<file path="config.mk">
export PLATFORM = sky130hd
export DESIGN_NAME = turbo_interleave_ctrl
export DESIGN_NICKNAME = d
export VERILOG_FILES = /design/src/rtl/turbo_interleave_ctrl_pkg.sv /design/src/rtl/turbo_interleave_ctrl_valid_delay_line.sv /design/src/rtl/turbo_interleave_ctrl.sv
export SDC_FILE = /design/constraint.sdc
export NUM_CORES = 1
export LEC_CHECK = 0
export CAP_MARGIN = 20
export CORE_MARGIN = 10
export CORE_UTILIZATION = 25
export CTS_BUF_LIST = sky130_fd_sc_hd__clkbuf_8
export DETAILED_ROUTE_END_ITERATION = 12
export SLEW_MARGIN = 20
export SYNTH_ARGS = -nofsm -noshare
export SYNTH_HDL_FRONTEND = slang
export SYNTH_SLANG_ARGS = --single-unit
</file>
<file path="constraint.sdc">
create_clock -name clk -period 3.5 [get_ports clk]
set_clock_uncertainty 0.05 [all_clocks]
set_input_delay 0.7 -clock clk [delete_from_list [all_inputs] [get_ports clk]]
set_output_delay 0.7 -clock clk [all_outputs]
set_load 0.02 [all_outputs]
</file>
<file path="src/rtl/turbo_interleave_ctrl_pkg.sv">
// Shared constants, state encoding and ROM address layout for the interleaver control block.
package turbo_interleave_ctrl_pkg;

  localparam int unsigned LEN0    = 1056;
  localparam int unsigned LEN1    = 6144;
  localparam int unsigned RD_LAT  = 2;
  localparam int unsigned CNT_W   = 13;
  localparam int unsigned ADDR_W  = 14;
  localparam int unsigned STATE_W = 3;

  typedef enum logic [STATE_W-1:0] {
    ST_IDLE  = 3'd0,
    ST_LOAD  = 3'd1,
    ST_DRAIN = 3'd2,
    ST_FLUSH = 3'd3
  } state_t;

  // Pi ROM address: block size select on top, linear index below.
  typedef struct packed {
    logic             k;
    logic [CNT_W-1:0] idx;
  } rom_addr_t;

  // Block length for a given size select.
  function automatic logic [CNT_W-1:0] block_len(input logic k);
    return k ? CNT_W'(LEN1) : CNT_W'(LEN0);
  endfunction

endpackage

</file>
<file path="src/rtl/turbo_interleave_ctrl_valid_delay_line.sv">
// Fixed-depth 1-bit shift register tracking which buffer reads are still in flight.
module turbo_interleave_ctrl_valid_delay_line #(
  parameter int unsigned DEPTH = 2
) (
  input  logic clk,
  input  logic rst_n,
  input  logic din,
  output logic dout,
  output logic empty_next_c
);

  logic [DEPTH-1:0] sr;
  logic [DEPTH-1:0] sr_next_c;

  // Shift in at bit 0; the truncation drops the oldest stage.
  assign sr_next_c = DEPTH'({sr, din});

  // Pipeline stages, cleared by reset so an aborted block emits nothing.
  always_ff @(posedge clk or negedge rst_n) begin
    if (!rst_n) sr <= '0;
    else        sr <= sr_next_c;
  end

  assign dout         = sr[DEPTH-1];
  assign empty_next_c = ~|sr_next_c;

endmodule

</file>
<file path="src/rtl/turbo_interleave_ctrl.sv">
// Sequences one code block through the interleaver reorder RAM: linear write, then permuted read.
module turbo_interleave_ctrl
  import turbo_interleave_ctrl_pkg::*;
(
  input  logic              clk,
  input  logic              reset,
  input  logic              start,
  input  logic              K,
  input  logic              c_valid,
  output logic              data_valid_FSM,
  output logic [CNT_W-1:0]  count,
  output logic [ADDR_W-1:0] address_ROM,
  output logic [CNT_W-1:0]  length,
  output logic              c_prime_valid,
  output logic              busy,
  output logic              block_done
);

  state_t           state, state_n;
  logic [CNT_W-1:0] count_n, length_n, last_idx_c;
  logic             k_lat, k_lat_n;
  logic             dv_n, busy_n, done_n;
  logic             in_drain_c, line_empty_next_c;
  rom_addr_t        rom_addr_c;

  assign last_idx_c  = CNT_W'(length - CNT_W'(1));
  assign in_drain_c  = (state == ST_DRAIN);
  assign rom_addr_c  = '{k: k_lat, idx: count};
  assign address_ROM = rom_addr_c;

  // Tracks reads issued during DRAIN until their data leaves the buffer.
  turbo_interleave_ctrl_valid_delay_line #(
    .DEPTH (RD_LAT)
  ) u_valid_line (
    .clk          (clk),
    .rst_n        (reset),
    .din          (in_drain_c),
    .dout         (c_prime_valid),
    .empty_next_c (line_empty_next_c)
  );

  // State and registered outputs.
  always_ff @(posedge clk or negedge reset) begin
    if (!reset) begin
      state          <= ST_IDLE;
      count          <= '0;
      length         <= CNT_W'(LEN0);
      k_lat          <= 1'b0;
      data_valid_FSM <= 1'b0;
      busy           <= 1'b0;
      block_done     <= 1'b0;
    end else begin
      state          <= state_n;
      count          <= count_n;
      length         <= length_n;
      k_lat          <= k_lat_n;
      data_valid_FSM <= dv_n;
      busy           <= busy_n;
      block_done     <= done_n;
    end
  end

  // Next-state and next-output logic.
  always_comb begin
    state_n  = state;
    count_n  = count;
    length_n = length;
    k_lat_n  = k_lat;
    dv_n     = 1'b0;
    done_n   = 1'b0;

    case (state)
      ST_IDLE: begin
        if (start) begin
          k_lat_n  = K;
          length_n = block_len(K);
          count_n  = '0;
          dv_n     = 1'b1;
          state_n  = ST_LOAD;
        end
      end
      ST_LOAD: begin
        dv_n = 1'b1;
        if (c_valid) begin
          if (count == last_idx_c) begin
            count_n = '0;
            dv_n    = 1'b0;
            state_n = ST_DRAIN;
          end else begin
            count_n = CNT_W'(count + CNT_W'(1));
          end
        end
      end
      ST_DRAIN: begin
        if (count == last_idx_c) begin
          count_n = '0;
          state_n = ST_FLUSH;
        end else begin
          count_n = CNT_W'(count + CNT_W'(1));
        end
      end
      ST_FLUSH: begin
        count_n = '0;
        // Hold FLUSH through the done pulse so a start there is not taken.
        if (block_done)             state_n = ST_IDLE;
        else if (line_empty_next_c) done_n  = 1'b1;
      end
      default: begin
        state_n = ST_IDLE;
        count_n = '0;
      end
    endcase

    busy_n = (state_n != ST_IDLE);
  end

endmodule
</file>
Word-level counts from Yosys, hierarchy flattened --
Index checks and enable logic that the tools add are counted.
Operators by class: add/sub/neg operators 2, multiply operators 0, div/mod/pow operators 0, magnitude comparators 0, equal/unequal tests 6, shift-type cells 0, mux-type cells 18, bitwise gates (word level) 0, reductions and logical operators 5
Operators with widths (number):
- 13-bit two-way mux | 4
- 13-bit case mux with 3 select lines | 1
- 3-bit two-way mux | 5
- 13-bit by 1-bit adder with 13-bit output, second input constant | 1
- 13-bit == test | 1
- 13-bit by 1-bit subtractor with 13-bit output, second input constant | 1
- 3-bit case mux with 4 select lines | 1
- 3-bit by 2-bit == test with 1-bit output, second input constant | 2
- 1-bit two-way mux | 6
- 2-bit inequality test, second input constant | 2
- 2-bit AND reduction | 2
- 3-bit by 1-bit == test with 1-bit output, second input constant | 1
- 3-bit zero test | 1
- 3-bit nonzero test | 1
- 1-bit case mux with 2 select lines | 1
- 2-bit OR reduction | 1
Storage, ports and cells: register bits 35, latch bits 0, bits in writable memories 0, memory bits (read-only) 0, input bits 5, output and inout port bits 44, word-level logic and storage cells 39, memories kept 0

Longest topological paths before layout --
Gate-level depths: netlist of the first run.
depth after elaboration 6, mapped depth 7, mapped depth without buffers 6

Cells and area by module --
From an unflattened synthesis of the first run, not the netlist that was laid out.
Second synthesis, totals: cells, all modules 151, area, all modules 1412.6 um^2
Modules (own cells, without submodules):
- turbo_interleave_ctrl | instances 1, cells an instance 148, area each 1358.8 um^2, sequential area each 526.8 um^2
- turbo_interleave_ctrl_valid_delay_line | instances 1, cells an instance 3, area each 53.8 um^2, sequential area each 50.0 um^2

Worst setup path before layout of the first run --
Ideal clock, no wire load.
kind register to register, start point register length[10], end point register count[9], setup time 0.143 ns, data arrival time 1.826 ns, required time 3.307 ns, slack 1.481 ns, cell stages (with the launch flop) 7, path buffers 1, clock period less this slack 2.019 ns, cell sequence dfstp_2 -> ha_1 -> xnor2_1 -> o2111ai_2 -> o31ai_1 -> buf_4 -> a22oi_1
On the way: cells in the longest elaborated chain, start to end 5
Ends and longest elaborated chain:
- from (decl) | RTL line turbo_interleave_ctrl.sv:13 | output logic [CNT_W-1:0] length,
- from (signal assigned) | RTL line turbo_interleave_ctrl.sv:47 | length <= CNT_W'(LEN0);
- from (signal assigned) | RTL line turbo_interleave_ctrl.sv:55 | length <= length_n;
- 13-bit by 1-bit subtractor with 13-bit output (*) | RTL line turbo_interleave_ctrl.sv:26 | assign last_idx_c = CNT_W'(length - CNT_W'(1));
- 13-bit == test (*) | RTL line turbo_interleave_ctrl.sv:85, turbo_interleave_ctrl.sv:95
- 13-bit two-way mux (*) | RTL line turbo_interleave_ctrl.sv:85, turbo_interleave_ctrl.sv:95
- 13-bit two-way mux | RTL line turbo_interleave_ctrl.sv:84 | if (c_valid) begin
- 13-bit case mux with 3 select lines (*) | RTL line turbo_interleave_ctrl.sv:72 | case (state)
- to (signal assigned) | RTL line turbo_interleave_ctrl.sv:54 | count <= count_n;
- to (decl) | RTL line turbo_interleave_ctrl.sv:11 | output logic [CNT_W-1:0] count,
Every way passes the cells marked *; elsewhere a longest branch is shown, timed or not. The select of a mux whose other input is x is not followed. A chain may end at the register's enable or synchronous reset.

Final worst setup path of the first run --
start point register length[10], end point output port length[10]
No word-level cell between the ends.

==> out/metrics.cfg, run 1 <==
[outcome]
status=completed

[timing]
setup_viol=0
hold_violations=0
slew_headroom_pct=52.5
fin_setup_tns_ns=0
period_minus_slack_ns=2.25
fmax_mhz=444
setup_ws_ns=1.25
rsz0062_at_grt=false
worstMarginPinSlew_ns=0.712
maxSlewViolCount=0
period_share_pct=64.4

[place]
place_area_um2=1810
gp_congestion=0.776
hpwl_um=2620
dp_slack_ns=1.04
place_inst=245
io_buffer_count=39

[critical_path]
required_ns=2.75
reg2reg_to=count[11]
cp_slowest_cell=clkdlybuf4s50_1
arrival_ns=1.50
start_kind=register
end_kind=primary output
critical-path-top-delay-family=buffers and inverters
crit_path_start=length[10]
worstSetupEndpoint=length[10]
rr_worst_depth=6
crit_chain=clkdlybuf4s50_1
r2r_setup_slack_ns=1.36
cp.depth=1
reg2reg_from=length[10]
max_stage_delay_ns=0.64
worst-path-buf-inv=1
crit_type=reg2out
crit_path_max_fanout=8

[drt]
drt_iter0_drc=31
final_antenna_net_count=0
totalWireLength_um=3470
firstDrtPassIters=4
drc=0
routedWlPerCell_um=13.9
avgViaCountPerCell=4.44
num_vias=1106

[grt]
grt_pass1_wl_um=5700
grt_overflow_total=0
first_global_vias=1105
grt_usage_pct=7.05
antenna_found_initial=0
grt_max_degree=24

[floorplanning]
dieArea_um2=9520
dieWidth_um=97.6
core_area_um2=5890
die_y_um=97.6
rows=28
io_pins=49
initial_core_util_pct=25.6

[yosys]
syn-cell-area_um2=1510
yosys.area.top_type=dfrtp_1
yosysMostFrequentCell=buf_4
ys_ff_latch=23
synthFlopType=dfrtp_1
ys_async_sr_fraction_pct=100
synthTopCellsByCount=28 x buf_4, 22 x dfrtp_1, 13 x a21oi_1
seq_area_frac_synth_pct=38.3
synth_area_leaders=dfrtp_1 37%, buf_4 14%, xnor2_1 5.2%
avgSynthCellArea_um2=9.97
synth_top_area_share_pct=36.6
ys_warn_count=0
ys_types=47
syn-instance-count=151
synth-edff-count=0

[final_layout]
finalNetCount=182
fin_area_um2=1850
final_cells=249
drive_above_1_share_pct=12.6
fin_util_pct=31.5
antennaDiodeCount=0
area_delta_synth_final_pct=23.0

[pwr]
p_switching_mw=0.172
p_per_area_nw_per_um2=315
vdd_drop_max_v=0.000154
sw_frac_of_total_pct=29.5
p_leak_nw=0.722
sequentialPowerShare_pct=49.8
p_int_mw=0.411
p_comb_share_pct=22.0
power.share.clock_pct=28.2

[worst_hold_path]
min_delay_path_depth=0
hp-class=reg2reg

[cts]
worstSkewPairLatency_ns=0.26
cts_setup_buffers=0
cts_tree=done
clkSlewWorstSetupHoldPaths_ns=0.08
htreeDepth=1
clkSinkCount=23
cts_resized=0
cts-root-buf=clkbuf_8
clock_path_buffers=2
numCtsBuffers=3
hold_buffers=0

[flow_run]
maxCapViolCount=0

-- area by class of cell --
cell class	instances	area, um2
clock buffer	3	41.3
clock inverter	1	5.00
fill	629	4030
inverter	5	18.8
multi-input combinational	100	703
sequential	23	577
tap	75	93.8
timing repair buffer	42	413
-- flip-flops by register name, summed over array words and instances, names as in the netlist --
register,cells
u_valid_line.sr,2
data_valid_FSM,1
state,3
length,2
count,13
busy,1
block_done,1
-- how the worst min path moves through the flow --
stage | start | end | slack [ns]
CTS | u_valid_line.sr[0] | u_valid_line.sr[1] | 0.34
detailed placement | u_valid_line.sr[0] | u_valid_line.sr[1] | 0.32
floorplan | u_valid_line.sr[0] | u_valid_line.sr[1] | 0.30
global placement | u_valid_line.sr[0] | u_valid_line.sr[1] | 0.32
finish | u_valid_line.sr[0] | u_valid_line.sr[1] | 0.33
global route | u_valid_line.sr[0] | u_valid_line.sr[1] | 0.34
-- power by group through the flow --
| stage | Combinational [mW] | Clock, mW | Sequential [mW] |
|---|---|---|---|
| 6_report | 0.128 | 0.164 | 0.290 |
| 5_1_grt | 0.140 | 0.182 | 0.294 |
| 4_1_cts | 0.131 | 0.173 | 0.291 |
| 3_5_place_dp | 0.130 | 0 | 0.296 |
| 3_3_place_gp | 0.129 | 0 | 0.295 |
| 2_1_floorplan | 0.0976 | 0 | 0.298 |
-- metal layers --
| layer | wire (um) | up-vias | GRT usage (%) |
|---|---|---|---|
| met5 | 0 | - | 0 |
| met4 | 21 | 0 | 1.68 |
| met3 | 335 | 2 | 3.63 |
| met2 | 1600 | 29 | 11.1 |
| met1 | 1510 | 524 | 8.27 |
| li1 | - | 551 | - |
-- cells in the final DEF, fill, tap and decap left out, types with 3 or more instances in the layout --
cell / Yosys / layout
clkdlybuf4s50_1: 0 / 39
dfrtp_1: 22 / 22
a21oi_1: 13 / 13
conb_1: 1 / 10
nand2_1: 9 / 9
xnor2_1: 9 / 9
nand3_1: 6 / 6
nor2_1: 5 / 5
inv_1: 5 / 5
nand2b_1: 3 / 3
a31oi_1: 3 / 3
a211oi_1: 3 / 3
clkbuf_8: 0 / 3
buf_4: 28 / 3
-- stage by stage --
stage / total power, mW / hold WS (ns)
6_report: 0.583 / 0.332
5_1_grt: 0.616 / 0.344
4_1_cts: 0.594 / 0.337
3_5_place_dp: 0.426 / 0.317
3_3_place_gp: 0.424 / 0.317
2_1_floorplan: 0.395 / 0.305
-- logic make-up after synthesis --
| logic type | share of synthesized area (%) |
|---|---|
| mux | 1.66 |
| xor+xnor | 5.82 |
| compound gates | 19.5 |
| other cells | 0.249 |
| buf+inv | 17.2 |
| fa+ha+maj | 1.66 |
| flops | 38.3 |
| simple gates | 15.6 |
(Power assumes the default switching activity.)
==> run 2, diff against run 1 <==
Clock period 3.5 ns to 2 ns, I/O delays scaled along.
==> out/metrics.cfg, run 2 (synthesis gave the netlist of run 1 again) <==
[outcome]
status=completed

[cts]
hold_buffers=0
htreeDepth=1
numCtsBuffers=3
clkSlewWorstSetupHoldPaths_ns=0.08
cts_tree=done
cts-root-buf=clkbuf_8
clock_path_buffers=2
clkSinkCount=23
worstSkewPairLatency_ns=0.26

[pwr]
p_leak_nw=0.839
p_comb_share_pct=28.6
sw_frac_of_total_pct=29.8
p_per_area_nw_per_um2=534
p_switching_mw=0.327
p_int_mw=0.770
vdd_drop_max_v=0.000282
power.share.clock_pct=26.0
sequentialPowerShare_pct=45.4

[final_layout]
largest_registers=count: 13 flops, state: 3 flops
finalNetCount=200
area_delta_synth_final_pct=36.5
drive_above_1_share_pct=22.9
final_common_cell=clkdlybuf4s50_1
final_cells=267
nFillCells=608
antennaDiodeCount=0
fin_area_um2=2050
layout_common_cells=36 x clkdlybuf4s50_1, 22 x dfrtp_1, 19 x buf_4
largest_register=count
largest_register_ff_count=13

[grt]
use_met2_pct=12.3
grt_usage_pct=7.69
grt_use_met3_pct=3.41
grt_max_degree=24
grt_overflow_total=0
grt_use_met1_pct=8.57
grt_pass1_wl_um=6070
first_global_vias=1220
busiest_layer=met2
antenna_found_initial=0

[floorplanning]
dieArea_um2=9520
core_area_um2=5890
rows=28
initial_core_util_pct=25.6
die_y_um=97.6
io_pins=49
dieWidth_um=97.6

[place]
place_area_um2=1940
io_buffer_count=39
gp_congestion=0.811
place_inst=260
dp_slack_ns=-0.125
hpwl_um=2840

[critical_path]
crit_type=reg2reg
arrival_ns=2.07
end_kind=register
start_kind=register
required_ns=2.11
crit_path_max_fanout=5

[drt]
avgViaCountPerCell=4.58
firstDrtPassIters=3
final_antenna_net_count=0
routedWlPerCell_um=13.9
num_vias=1222
totalWireLength_um=3720
drc=0
drt_iter0_drc=56

[timing]
hold_violations=0
fmax_mhz=511
period_minus_slack_ns=1.96
rsz0062_at_grt=true
maxSlewViolCount=0
setup_viol=0
period_share_pct=97.9
whs_ns=0.342
setup_ws_ns=0.0417

[worst_hold_path]
hp-class=reg2reg

[flow_run]
maxCapViolCount=0

-- run 2: routing by layer --
metal / up-vias / routed length (um)
met5: - / 0
met4: 0 / 61
li1: 585 / -
met2: 32 / 1780
met3: 5 / 319
met1: 600 / 1560
-- run 2: critical path, cell delays in order, from the launching register on --
cell and delay [ns]:
dfstp_2 0.56, ha_4 0.22, xnor2_4 0.15, o2111ai_4 0.18
buf_4 0.18, o31a_2 0.33, o21a_1 0.19
-- run 2: through the flow --
step / power [mW] / setup TNS [ns] / util [%]
after floorplan: 0.710 / -0.00285 / -
after global placement: 0.789 / -0.0937 / 32.9
after detailed placement: 0.793 / -0.317 / 32.9
after CTS: 1.08 / 0 / 34.0
after global routing: 1.16 / -0.261 / 34.9
final: 1.10 / 0 / 34.9
-- run 2: area by class of cell --
cell class	instances	area, um2	share of cell area [%]
Sequential cell	23	577	28.1
Clock inverter	1	3.75	0.183
Multi-Input combinational cell	100	764	37.2
Timing Repair Buffer	60	556	27.0
Clock buffer	3	41.3	2.01
Tap cell	75	93.8	4.57
Inverter	5	18.8	0.914
-- run 2: power by group through the flow --
stage / Sequential [mW] / Combinational [mW] / Clock [mW]
final: 0.498 / 0.313 / 0.285
after global routing: 0.500 / 0.342 / 0.314
after CTS: 0.498 / 0.289 / 0.298
after detailed placement: 0.507 / 0.285 / 0
after global placement: 0.507 / 0.283 / 0
after floorplan: 0.523 / 0.187 / 0
-- run 2: path summary, 6_finish.rpt --
path	depth (start not counted)	start	slack (ns)	end
min in group asynchronous	2	reset	0.45	count[12]
max reg2reg	6	length[10]	0.04	data_valid_FSM
min reg2reg	0	u_valid_line.sr[0]	0.34	u_valid_line.sr[1]
min	0	u_valid_line.sr[0]	0.34	u_valid_line.sr[1]
max	6	length[10]	0.04	data_valid_FSM
max in group asynchronous	2	reset	1.18	length[10]
-- run 2: repair_timing --
item	in CTS	in global routing
pin swaps	1	5
setup endpoints to repair	9	9
buffers inserted	1	2
gates resized for setup	3	8
==> run 3, diff against run 2 <==
Settings changed: CELL_PAD_IN_SITES_DETAIL_PLACEMENT set to 1, CELL_PAD_IN_SITES_GLOBAL_PLACEMENT set to 2, CORE_UTILIZATION 25 to 26, PLACE_DENSITY_LB_ADDON set to 0.1.
==> out/metrics.cfg, run 3 (synthesis gave the netlist of run 1 again) <==
[pwr]
p_leak_nw=0.826
vdd_drop_max_v=0.000228
finalPower_mw=1.12
p_per_area_nw_per_um2=548

[critical_path]
crit_chain=ha_4 > xnor2_4 > o2111ai_4 > or4_1 > a31oi_1
worst-path-buf-inv=0
start_kind=register
cp_slowest_cell=dfstp_2
reg2reg_from=length[10]
cp.depth=5
required_ns=2.14
crit_type=reg2reg
arrival_ns=2.11
crit_path_max_fanout=5
r2r_setup_slack_ns=0.03
end_kind=register
critical-path-top-delay-family=flip-flops
reg2reg_to=state[0]
rr_worst_depth=5
max_stage_delay_ns=0.57

[cts]
worstSkewPairLatency_ns=0.27
cts-root-buf=clkbuf_8
numCtsBuffers=3
clkSinkCount=23
cts_tree=done
clock_path_buffers=2
htreeDepth=1
hold_buffers=0
clkSlewWorstSetupHoldPaths_ns=0.09

[place]
place_inst=259
io_buffer_count=39
hpwl_um=3280
dp_slack_ns=-0.169
gp_congestion=0.776
place_area_um2=1950

[final_layout]
largest_registers=count: 13 flops, state: 3 flops
nFillCells=661
finalNetCount=201
multi_input_area_um2=766
layout_common_cells=37 x clkdlybuf4s50_1, 22 x dfrtp_1, 21 x buf_4
fin_area_um2=2050
final_common_cell=clkdlybuf4s50_1
area_delta_synth_final_pct=36.0
largest_register_ff_count=13
final_cells=265
seq_area_um2=577
largest_register=count
drive_above_1_share_pct=23.3
antennaDiodeCount=0

[timing]
setup_ws_ns=0.0347
setup_viol=0
fmax_mhz=509
period_minus_slack_ns=1.97
hold_violations=0
whs_ns=0.386
maxSlewViolCount=0
rsz0062_at_grt=true
period_share_pct=98.3

[floorplanning]
die_y_um=96.1
dieWidth_um=96.1
core_area_um2=5570
dieArea_um2=9230
rows=27
io_pins=49
initial_core_util_pct=27.0

[drt]
firstDrtPassIters=3
routedWlPerCell_um=16.6
avgViaCountPerCell=4.65
totalWireLength_um=4410
final_antenna_net_count=0
drc=0
drt_iter0_drc=43
num_vias=1233

[grt]
first_global_vias=1377
grt_overflow_total=0
grt_usage_pct=9.88
grt_pass1_wl_um=7160
grt_max_degree=24
antenna_found_initial=0

[worst_hold_path]
hp-class=reg2reg
hold_end=u_valid_line.sr[1]
worstHoldStart=u_valid_line.sr[0]
min_delay_path_depth=0

[outcome]
status=completed

[flow_run]
maxCapViolCount=0

run 3: cell count changes in the layout (fill, tap and decap cells not counted), sizes merged:
cell           previous run  this run
dlymetal6s2s              1         0
buf                      21        22
clkdlybuf4s50            36        37
run 3: metrics by stage:
step | utilization, % | setup TNS [ns]
finish | 36.7 | 0
CTS | 36.4 | -0.0132
detailed placement | 35.0 | -0.410
global placement | 35.0 | -0.100
floorplan | - | -0.00285
global route | 36.7 | -0.281
run 3: worst register-to-register path, delay by kind of cell (launching register included):
| kind | cells | cell delay [ns] |
|---|---|---|
| fa+ha+maj | 1 | 0.22 |
| compound gates | 2 | 0.32 |
| flops | 1 | 0.57 |
| simple gates | 1 | 0.56 |
| xor+xnor | 1 | 0.17 |
run 3: how the worst max path moves through the flow:
stage                     from   endpoint  slack, ns
floorplan           length[10]   count[9]     -0.003
global placement         start  count[12]      -0.04
finish              length[10]   state[0]       0.03
CTS                 length[10]  count[11]      -0.01
global route        length[10]  count[11]      -0.06
detailed placement       start  count[12]      -0.17
run 3: final cells by class:
cell class,instances,share of cell area [%]
clock inverters,1,0.183
well taps,72,4.40
multi-input cells,100,37.4
inverters,5,0.917
flip-flops and latches,23,28.2
repair buffers,61,26.9
clock buffers,3,2.02
run 3: where the power goes:
part | total, mW | internal [mW] | switching [mW]
Combinational | 0.326 | 0.154 | 0.172
Sequential | 0.499 | 0.484 | 0.0153
Clock | 0.296 | 0.137 | 0.159
Total | 1.12 | 0.775 | 0.346
run 3: timing repair:
action                     CTS  global route
gates cloned                 1             0
buffers inserted             0             1
setup endpoints to repair    8            12
resized for setup            6             4
pin swaps                    2             6
run 3: metal layers:
layer | track usage, % | part of all wire (%) | vias up
met1 | 12.2 | 43 | 611
met4 | 3.44 | 0.61 | 0
met5 | 0 | 0 | -
met2 | 15.8 | 48 | 32
met3 | 3.27 | 8.5 | 2
li1 | - | - | 588
